===== config.mk =====
export PLATFORM = sky130hd
export DESIGN_NAME = lut_config_loader_flat
export DESIGN_NICKNAME = d
export VERILOG_FILES = /design/src/rtl/lut_config_loader_if.sv /design/src/rtl/lut_config_loader.sv /design/src/flat_wrapper.sv
export SDC_FILE = /design/constraint.sdc
export NUM_CORES = 1
export LEC_CHECK = 0
export BUFFER_PORTS_ARGS = -buffer_cell sky130_fd_sc_hd__buf_2
export CAP_MARGIN = 40
export CORE_MARGIN = 4
export CORE_UTILIZATION = 49
export CTS_CLUSTER_DIAMETER = 80
export DETAILED_ROUTE_END_ITERATION = 10
export HOLD_SLACK_MARGIN = 0.12
export PLACE_DENSITY = 0.74
export SLEW_MARGIN = 20
export SYNTH_ARGS = -nofsm -noshare
export SYNTH_HDL_FRONTEND = slang
export SYNTH_SLANG_ARGS = --single-unit

===== constraint.sdc =====
create_clock -name config_clk -period 1.4 [get_ports config_clk]
set_input_delay 0 -clock config_clk [delete_from_list [all_inputs] [get_ports config_clk]]
set_output_delay 0 -clock config_clk [all_outputs]
set_load 0.02 [all_outputs]

===== src/rtl/lut_config_loader_if.sv =====
`default_nettype none
// ============================================================================
// lut_config_loader_if : bitstream handshake + LUT config bus bundle. Rev 1.0
// ============================================================================
interface lut_config_loader_if #(
  parameter int NUM_LUTS = 8,
  parameter int CFG_W    = 33,
  parameter int CNT_W    = 8
);
  logic                bs_valid;
  logic                bs_data;
  logic                bs_ready;
  logic                cfg_abort;
  logic [NUM_LUTS-1:0] config_en;
  logic [CFG_W-1:0]    config_in;
  logic [NUM_LUTS-1:0] loaded;
  logic                all_loaded;
  logic                err_addr;
  logic [CNT_W-1:0]    frame_count;
`ifdef LUT_CFG_PARITY_EN
  logic                err_parity;
`endif

  modport master (
    input  bs_valid, bs_data, cfg_abort,
    output bs_ready, config_en, config_in, loaded, all_loaded, err_addr,
`ifdef LUT_CFG_PARITY_EN
    output err_parity,
`endif
    output frame_count
  );

  modport slave (
    output bs_valid, bs_data, cfg_abort,
    input  bs_ready, config_en, config_in, loaded, all_loaded, err_addr,
`ifdef LUT_CFG_PARITY_EN
    input  err_parity,
`endif
    input  frame_count
  );
endinterface
`default_nettype wire


===== src/rtl/lut_config_loader.sv =====
`default_nettype none
// ============================================================================
// lut_config_loader : serial config stream -> one-hot per-LUT config frames.
// Macro LUT_CFG_PARITY_EN adds a trailing even-parity bit and err_parity. Rev 1.0
// ============================================================================
module lut_config_loader #(
  parameter int INPUTS   = 4,
  parameter int MEM_SIZE = 2**INPUTS,
  parameter int CFG_W    = 2*MEM_SIZE+1,
  parameter int NUM_LUTS = 8,
  parameter int ADDR_W   = (NUM_LUTS > 1) ? $clog2(NUM_LUTS) : 1,
  parameter int CNT_W    = 8
) (
  input  wire logic           config_clk,
  input  wire logic           config_rst_n,
  lut_config_loader_if.master bus
);

  localparam int BCNT_W = $clog2(CFG_W+1);

  typedef enum logic [1:0] {
    S_ADDR  = 2'd0,
    S_DATA  = 2'd1,
    S_PAR   = 2'd2,
    S_APPLY = 2'd3
  } state_t;

  state_t              state_q,    state_d;
  logic [BCNT_W-1:0]   bcnt_q,     bcnt_d;
  logic [ADDR_W-1:0]   addr_q,     addr_d;
  logic [CFG_W-1:0]    shift_q,    shift_d;
  logic [NUM_LUTS-1:0] en_q,       en_d;
  logic [CFG_W-1:0]    word_q,     word_d;
  logic [NUM_LUTS-1:0] loaded_q,   loaded_d;
  logic                all_q,      all_d;
  logic                err_addr_q, err_addr_d;
  logic [CNT_W-1:0]    fcnt_q,     fcnt_d;
`ifdef LUT_CFG_PARITY_EN
  logic                par_q,      par_d;
  logic                perr_q,     perr_d;
  logic                err_par_q,  err_par_d;
`endif

  logic                ready;
  logic                xfer;
  logic                addr_ok;
  logic [NUM_LUTS-1:0] onehot;

  // ready depends on state only, so bs_valid never reaches bs_ready
  assign ready   = (state_q != S_APPLY);
  assign xfer    = bus.bs_valid && ready;
  assign addr_ok = (int'(addr_q) < NUM_LUTS);
  assign onehot  = NUM_LUTS'(1) << addr_q;

  always_comb begin
    state_d    = state_q;
    bcnt_d     = bcnt_q;
    addr_d     = addr_q;
    shift_d    = shift_q;
    en_d       = '0;
    word_d     = word_q;
    loaded_d   = loaded_q;
    all_d      = &loaded_q;
    err_addr_d = err_addr_q;
    fcnt_d     = fcnt_q;
`ifdef LUT_CFG_PARITY_EN
    par_d      = par_q;
    perr_d     = perr_q;
    err_par_d  = err_par_q;
`endif

    unique case (state_q)
      S_ADDR: begin
        if (xfer) begin
          addr_d = (addr_q >> 1) | (ADDR_W'(bus.bs_data) << (ADDR_W - 1));
`ifdef LUT_CFG_PARITY_EN
          par_d  = par_q ^ bus.bs_data;
`endif
          if (bcnt_q == BCNT_W'(ADDR_W - 1)) begin
            state_d = S_DATA;
            bcnt_d  = '0;
          end else begin
            bcnt_d  = bcnt_q + BCNT_W'(1);
          end
        end
      end
      S_DATA: begin
        if (xfer) begin
          shift_d = {bus.bs_data, shift_q[CFG_W-1:1]};
`ifdef LUT_CFG_PARITY_EN
          par_d   = par_q ^ bus.bs_data;
`endif
          if (bcnt_q == BCNT_W'(CFG_W - 1)) begin
`ifdef LUT_CFG_PARITY_EN
            state_d = S_PAR;
`else
            state_d = S_APPLY;
`endif
            bcnt_d  = '0;
          end else begin
            bcnt_d  = bcnt_q + BCNT_W'(1);
          end
        end
      end
      S_PAR: begin
`ifdef LUT_CFG_PARITY_EN
        if (xfer) begin
          perr_d  = par_q ^ bus.bs_data;
          state_d = S_APPLY;
          bcnt_d  = '0;
        end
`else
        state_d = S_ADDR;
        bcnt_d  = '0;
`endif
      end
      S_APPLY: begin
        state_d = S_ADDR;
        bcnt_d  = '0;
        addr_d  = '0;
        shift_d = '0;
`ifdef LUT_CFG_PARITY_EN
        par_d   = 1'b0;
        perr_d  = 1'b0;
        if (perr_q) err_par_d = 1'b1; else
`endif
        if (addr_ok) begin
          en_d     = onehot;
          word_d   = shift_q;
          loaded_d = loaded_q | onehot;
          fcnt_d   = fcnt_q + CNT_W'(1);
        end else begin
          err_addr_d = 1'b1;
        end
      end
      default: begin
        state_d = S_ADDR;
        bcnt_d  = '0;
      end
    endcase

    // abort drops the frame in flight but keeps all history/sticky state
    if (bus.cfg_abort) begin
      state_d    = S_ADDR;
      bcnt_d     = '0;
      addr_d     = '0;
      shift_d    = '0;
      en_d       = '0;
      word_d     = word_q;
      loaded_d   = loaded_q;
      err_addr_d = err_addr_q;
      fcnt_d     = fcnt_q;
`ifdef LUT_CFG_PARITY_EN
      par_d      = 1'b0;
      perr_d     = 1'b0;
      err_par_d  = err_par_q;
`endif
    end
  end

  always_ff @(posedge config_clk) begin
    if (!config_rst_n) begin
      state_q    <= S_ADDR;
      bcnt_q     <= '0;
      addr_q     <= '0;
      shift_q    <= '0;
      en_q       <= '0;
      word_q     <= '0;
      loaded_q   <= '0;
      all_q      <= 1'b0;
      err_addr_q <= 1'b0;
      fcnt_q     <= '0;
`ifdef LUT_CFG_PARITY_EN
      par_q      <= 1'b0;
      perr_q     <= 1'b0;
      err_par_q  <= 1'b0;
`endif
    end else begin
      state_q    <= state_d;
      bcnt_q     <= bcnt_d;
      addr_q     <= addr_d;
      shift_q    <= shift_d;
      en_q       <= en_d;
      word_q     <= word_d;
      loaded_q   <= loaded_d;
      all_q      <= all_d;
      err_addr_q <= err_addr_d;
      fcnt_q     <= fcnt_d;
`ifdef LUT_CFG_PARITY_EN
      par_q      <= par_d;
      perr_q     <= perr_d;
      err_par_q  <= err_par_d;
`endif
    end
  end

  assign bus.bs_ready    = ready;
  assign bus.config_en   = en_q;
  assign bus.config_in   = word_q;
  assign bus.loaded      = loaded_q;
  assign bus.all_loaded  = all_q;
  assign bus.err_addr    = err_addr_q;
  assign bus.frame_count = fcnt_q;
`ifdef LUT_CFG_PARITY_EN
  assign bus.err_parity  = err_par_q;
`endif

endmodule
`default_nettype wire


===== src/flat_wrapper.sv =====
// flat-port wrapper written by rule: the top's interface ports become plain ports
module lut_config_loader_flat 
#(
  parameter int INPUTS   = 4,
  parameter int MEM_SIZE = 2**INPUTS,
  parameter int CFG_W    = 2*MEM_SIZE+1,
  parameter int NUM_LUTS = 8,
  parameter int ADDR_W   = (NUM_LUTS > 1) ? $clog2(NUM_LUTS) : 1,
  parameter int CNT_W    = 8
)
  (config_clk, config_rst_n, bus_bs_valid, bus_bs_data, bus_cfg_abort, bus_bs_ready, bus_config_en, bus_config_in, bus_loaded, bus_all_loaded, bus_err_addr, bus_frame_count);
  lut_config_loader_if #(.NUM_LUTS(NUM_LUTS), .CFG_W(CFG_W), .CNT_W(CNT_W)) bus_i ();
  input  wire logic config_clk;
  input  wire logic config_rst_n;
  input wire logic [$bits(bus_i.bs_valid)-1:0] bus_bs_valid;
  input wire logic [$bits(bus_i.bs_data)-1:0] bus_bs_data;
  input wire logic [$bits(bus_i.cfg_abort)-1:0] bus_cfg_abort;
  output wire logic [$bits(bus_i.bs_ready)-1:0] bus_bs_ready;
  output wire logic [$bits(bus_i.config_en)-1:0] bus_config_en;
  output wire logic [$bits(bus_i.config_in)-1:0] bus_config_in;
  output wire logic [$bits(bus_i.loaded)-1:0] bus_loaded;
  output wire logic [$bits(bus_i.all_loaded)-1:0] bus_all_loaded;
  output wire logic [$bits(bus_i.err_addr)-1:0] bus_err_addr;
  output wire logic [$bits(bus_i.frame_count)-1:0] bus_frame_count;
  assign bus_i.bs_valid = bus_bs_valid;
  assign bus_i.bs_data = bus_bs_data;
  assign bus_i.cfg_abort = bus_cfg_abort;
  assign bus_bs_ready = bus_i.bs_ready;
  assign bus_config_en = bus_i.config_en;
  assign bus_config_in = bus_i.config_in;
  assign bus_loaded = bus_i.loaded;
  assign bus_all_loaded = bus_i.all_loaded;
  assign bus_err_addr = bus_i.err_addr;
  assign bus_frame_count = bus_i.frame_count;
  lut_config_loader #(.INPUTS(INPUTS), .MEM_SIZE(MEM_SIZE), .CFG_W(CFG_W), .NUM_LUTS(NUM_LUTS), .ADDR_W(ADDR_W), .CNT_W(CNT_W)) u_core (.config_clk(config_clk), .config_rst_n(config_rst_n), .bus(bus_i));
endmodule

==> metrics.md <==
| Metric | Value |
|---|---|
| Top_reg_cell synth | dfxtp_1 |
| Final Hold Fails | 0 |
| Critical path fanouts, max | 6 |
| Antenna violations before repair | 0 |
| EDFF count, synth | 0 |
| Slew Limit Fails | 0 |
| Post-synthesis async set-or-reset flop share | 0 |
| Root Buffer | clkbuf_8 |
| Worst VDD drop | around 620 µV |
| Max-cap violations | 0 |
| Final #Nets | around 470 |
| Global-route wire length before repair | about 13 mm |
| Worst r2r path cells | 6 |
| GRT overflow | 0 |
| HPWL Detailed | about 5.1 mm |
| #FFs+latches synth | between 100 and 150 |
| Floorplan row count | 31 |
| CTS Buffer Depth | 2 |
| DRT iter0 DRCs | 159 |
| Routed vias | approximately 3k |
| XOR/XNOR share of the synthesized area | 0.0119 |
| Mapped Area | 3670 µm² |
| Highest-count cells in the layout ignoring fill and taps | dfxtp_1 (95), nand2_1 (81), buf_2 (62) |
| CTS H-tree lvls | 3 |
| WL per Instance | about 14 µm |
| Antenna Diode Count | 0 |
| Failing checks | setup timing |
| Worst-skew pair later-pin latency | about 0.36 ns |
| Top post-synthesis cells by area | dfxtp_1 (56%), nand2_1 (8.4%), a22o_1 (8.1%), a21oi_1 (6.0%), ha_1 (1.4%) |
| Layout cells sized above 1 | 0.286 |
| Status | complete, but fails checks |
| Register area share after synthesis | 0.556 |
| Dpl cells | around 540 |
| Reg clk slew, reported paths | approximately 0.10 ns |
| Crit path time final | roughly 1.4 ns |
| Sink Count | slightly above 100 |
| CP Launch Type | flip-flop |
| Tcrit/Tclk final | 1.03 |
| Vias in the first global route | 2759 |
| DRT antenna net count | 0 |
| Chip Height | approximately 95 µm |
| Psw | 1.16 mW |
| Worst setup EP type | flip-flop |
| Worst endpoint required time | roughly 1.7 ns |
| Post-Synth Adder-Cell Area | 0.0136 |
| RSZ-0062 raised after global routing | true |
| Hold Path End | u_core.shift_q[32] |
| Mapped Avg Cell Area | between 9 and 10 µm² |
| Clock skew | approximately 0.014 ns |
| Synth area leader | dfxtp_1 |
| FMAX | approximately 690 MHz |
| Leak | between 1.5 and 2 nW |
| Worst R2R Setup Slack | -0.05 ns |
| CP arrival | about 1.7 ns |
| Area growth from synthesis to layout | 24.9% |
| CP Class | flip-flop to flip-flop |
| Die W | roughly 95 µm |
| GPL Wtd Cong | a little under 0.8 |
| Min-Delay Path Class | primary input to flip-flop |
| P_int | between 3 and 4 mW |
| Hold Slack | approximately 0.45 ns |
| Final cell count without fillers | 568 |
| CTS tree | yes |
| Routed wire length | between 7 and 8 mm |
| Synth Warn # | 0 |
| Largest net degree at the start of global routing | 42 |
| Setup violations, final | 7 |
| TritonRoute pass-1 iters | 4 |
| Worst setup margin | -0.0458 ns |
| Post-synthesis mux area share | 0.00273 |
| Sequential power share | 0.596 |
| Die area | around 8900 µm² |
| Syn_nets | 390 |
| Sw frac | 0.239 |
| Area of the core | 7250 µm² |
| DRC viols | 0 |
| Global Route Usage Sum | 0.177 |
| HP Start | bus_bs_data |
| Commonest non-fill, non-tap cell in the layout | dfxtp_1 |
| RR Endpoint | u_core.bcnt_q[5] |
| Initial core utilization | 0.506 |
| Post-synth top area share | 0.556 |
| Io pins | 65 |
| Vias/cell | 5.25 |
| Synthesized netlist cell count | around 380 |
| Compound-gate portion of the synthesized area | 0.197 |
| Combinational power share | 0.030 |
| Clk pwr share | 0.374 |
| Power per cell area | between 1000 and 1500 nW/µm² |
| CTS Buf Count | 9 |
| Hold path cells | 3 |
| Main combinational cell family by area after synthesis | compound AO/OA/AOI/OAI gates |
| FF-to-FF Start | u_core.bcnt_q[0] |
| Post-synthesis simple-gate area fraction | 0.163 |
| Port bufs | 63 |
| Synth unique cells | 41 |
sequential cells by signal (all words and copies together), names as in the netlist:
signal	cells
u_core.bus.config_in	33
u_core.shift_q	33
u_core.bus.config_en	8
u_core.bus.frame_count	8
u_core.bus.loaded	8
u_core.bcnt_q	6
u_core.addr_q	3
u_core.state_q	2
u_core.bus.all_loaded	1
layout make-up:
class | count | area (µm²)
Fill cell | 627 | 2670
Sequential cell | 102 | 2060
Multi-Input combinational cell | 244 | 1490
Timing Repair Buffer | 100 | 688
Clock buffer | 10 | 138
Tap cell | 99 | 124
Clock inverter | 6 | 63.8
Inverter | 7 | 26.3
synth_stat cells (all sizes together) (2+ instances only):
| cell type | number |
|---|---|
| a22o | 34 |
| inv | 7 |
| xor2 | 3 |
| o211ai | 4 |
| buf | 16 |
| o31ai | 3 |
| o21ai | 9 |
| or4 | 2 |
| o2111ai | 2 |
| nor2 | 6 |
| or3 | 7 |
| ha | 4 |
| nand3b | 4 |
| a211oi | 2 |
| nand2 | 82 |
| dfxtp | 102 |
| or3b | 2 |
| xnor2 | 2 |
| nand3 | 3 |
| a21oi | 45 |
| nand4 | 2 |
| nor3 | 8 |
| nor4 | 3 |
| a21o | 6 |
| clkbuf | 12 |
| nand2b | 3 |
how the worst max path moves through the flow:
stage                          start                end  depth (start not counted)
floorplan           u_core.bcnt_q[0]  u_core.state_q[0]                          5
global placement    u_core.bcnt_q[0]  u_core.state_q[0]                          5
detailed placement  u_core.bcnt_q[0]  u_core.state_q[0]                          5
CTS                 u_core.bcnt_q[0]   u_core.bcnt_q[5]                          6
global route        u_core.bcnt_q[0]  u_core.state_q[0]                          6
finish              u_core.bcnt_q[0]   u_core.bcnt_q[5]                          6
critical path, stage by stage (launching register included):
cell and delay [ns]:
dfxtp_2 0.34, inv_2 0.05, ha_1 0.12, or3b_4 0.39
a211oi_4 0.25, buf_6 0.16, a211oi_1 0.05
kinds of logic after synthesis:
logic type               count (synthesis)
AO/OA/AOI/OAI                          107
XOR/XNOR                                 5
adder cells (fa/ha/maj)                  4
buffers and inverters                   35
flip-flops                             102
multiplexers                             1
other                                    1
AND/OR/NAND/NOR                        126
power groups by stage:
stage                     Combinational (mW)  Sequential, mW  Clock, mW
after detailed placement               0.120            2.97          0
after global placement                 0.117            2.97          0
after CTS                              0.133            2.90       1.87
final                                  0.148            2.90       1.82
after global routing                   0.160            2.90       1.98
after floorplan                       0.0809            2.97          0
through the flow:
step	total power, mW	setup WS [ns]	TNS, ns	util	instance area (µm²)
4_1_cts	4.91	-0.0528	-0.354	0.618	4490
2_1_floorplan	3.05	-0.00263	-0.00263	-	3690
6_report	4.87	-0.0458	-0.287	0.632	4580
5_1_grt	5.05	-0.125	-0.798	0.632	4580
3_5_place_dp	3.09	-0.0673	-0.451	0.581	4210
3_3_place_gp	3.09	-0.0342	-0.0787	0.581	4210
routing by layer:
| metal | wire length [µm] | vias to the layer above | part of all wire | track usage |
|---|---|---|---|---|
| li1 | - | 1490 | - | - |
| met1 | 3490 | 1415 | 0.45 | 0.229 |
| met2 | 3710 | 62 | 0.48 | 0.285 |
| met3 | 304 | 15 | 0.039 | 0.0414 |
| met4 | 195 | 0 | 0.025 | 0.0697 |
| met5 | 0 | - | 0 | 0 |
what timing repair did:
action / in CTS / in global routing
hold buffers: 4 / 0
pin swaps: 2 / 2
endpoints found under the hold margin: 14 / 0
cloned: 0 / 1
buffers inserted: 3 / 1
gates resized for setup: 4 / 16
endpoints found under the setup margin: 22 / 45
Power figures use the tool's default switching activity.
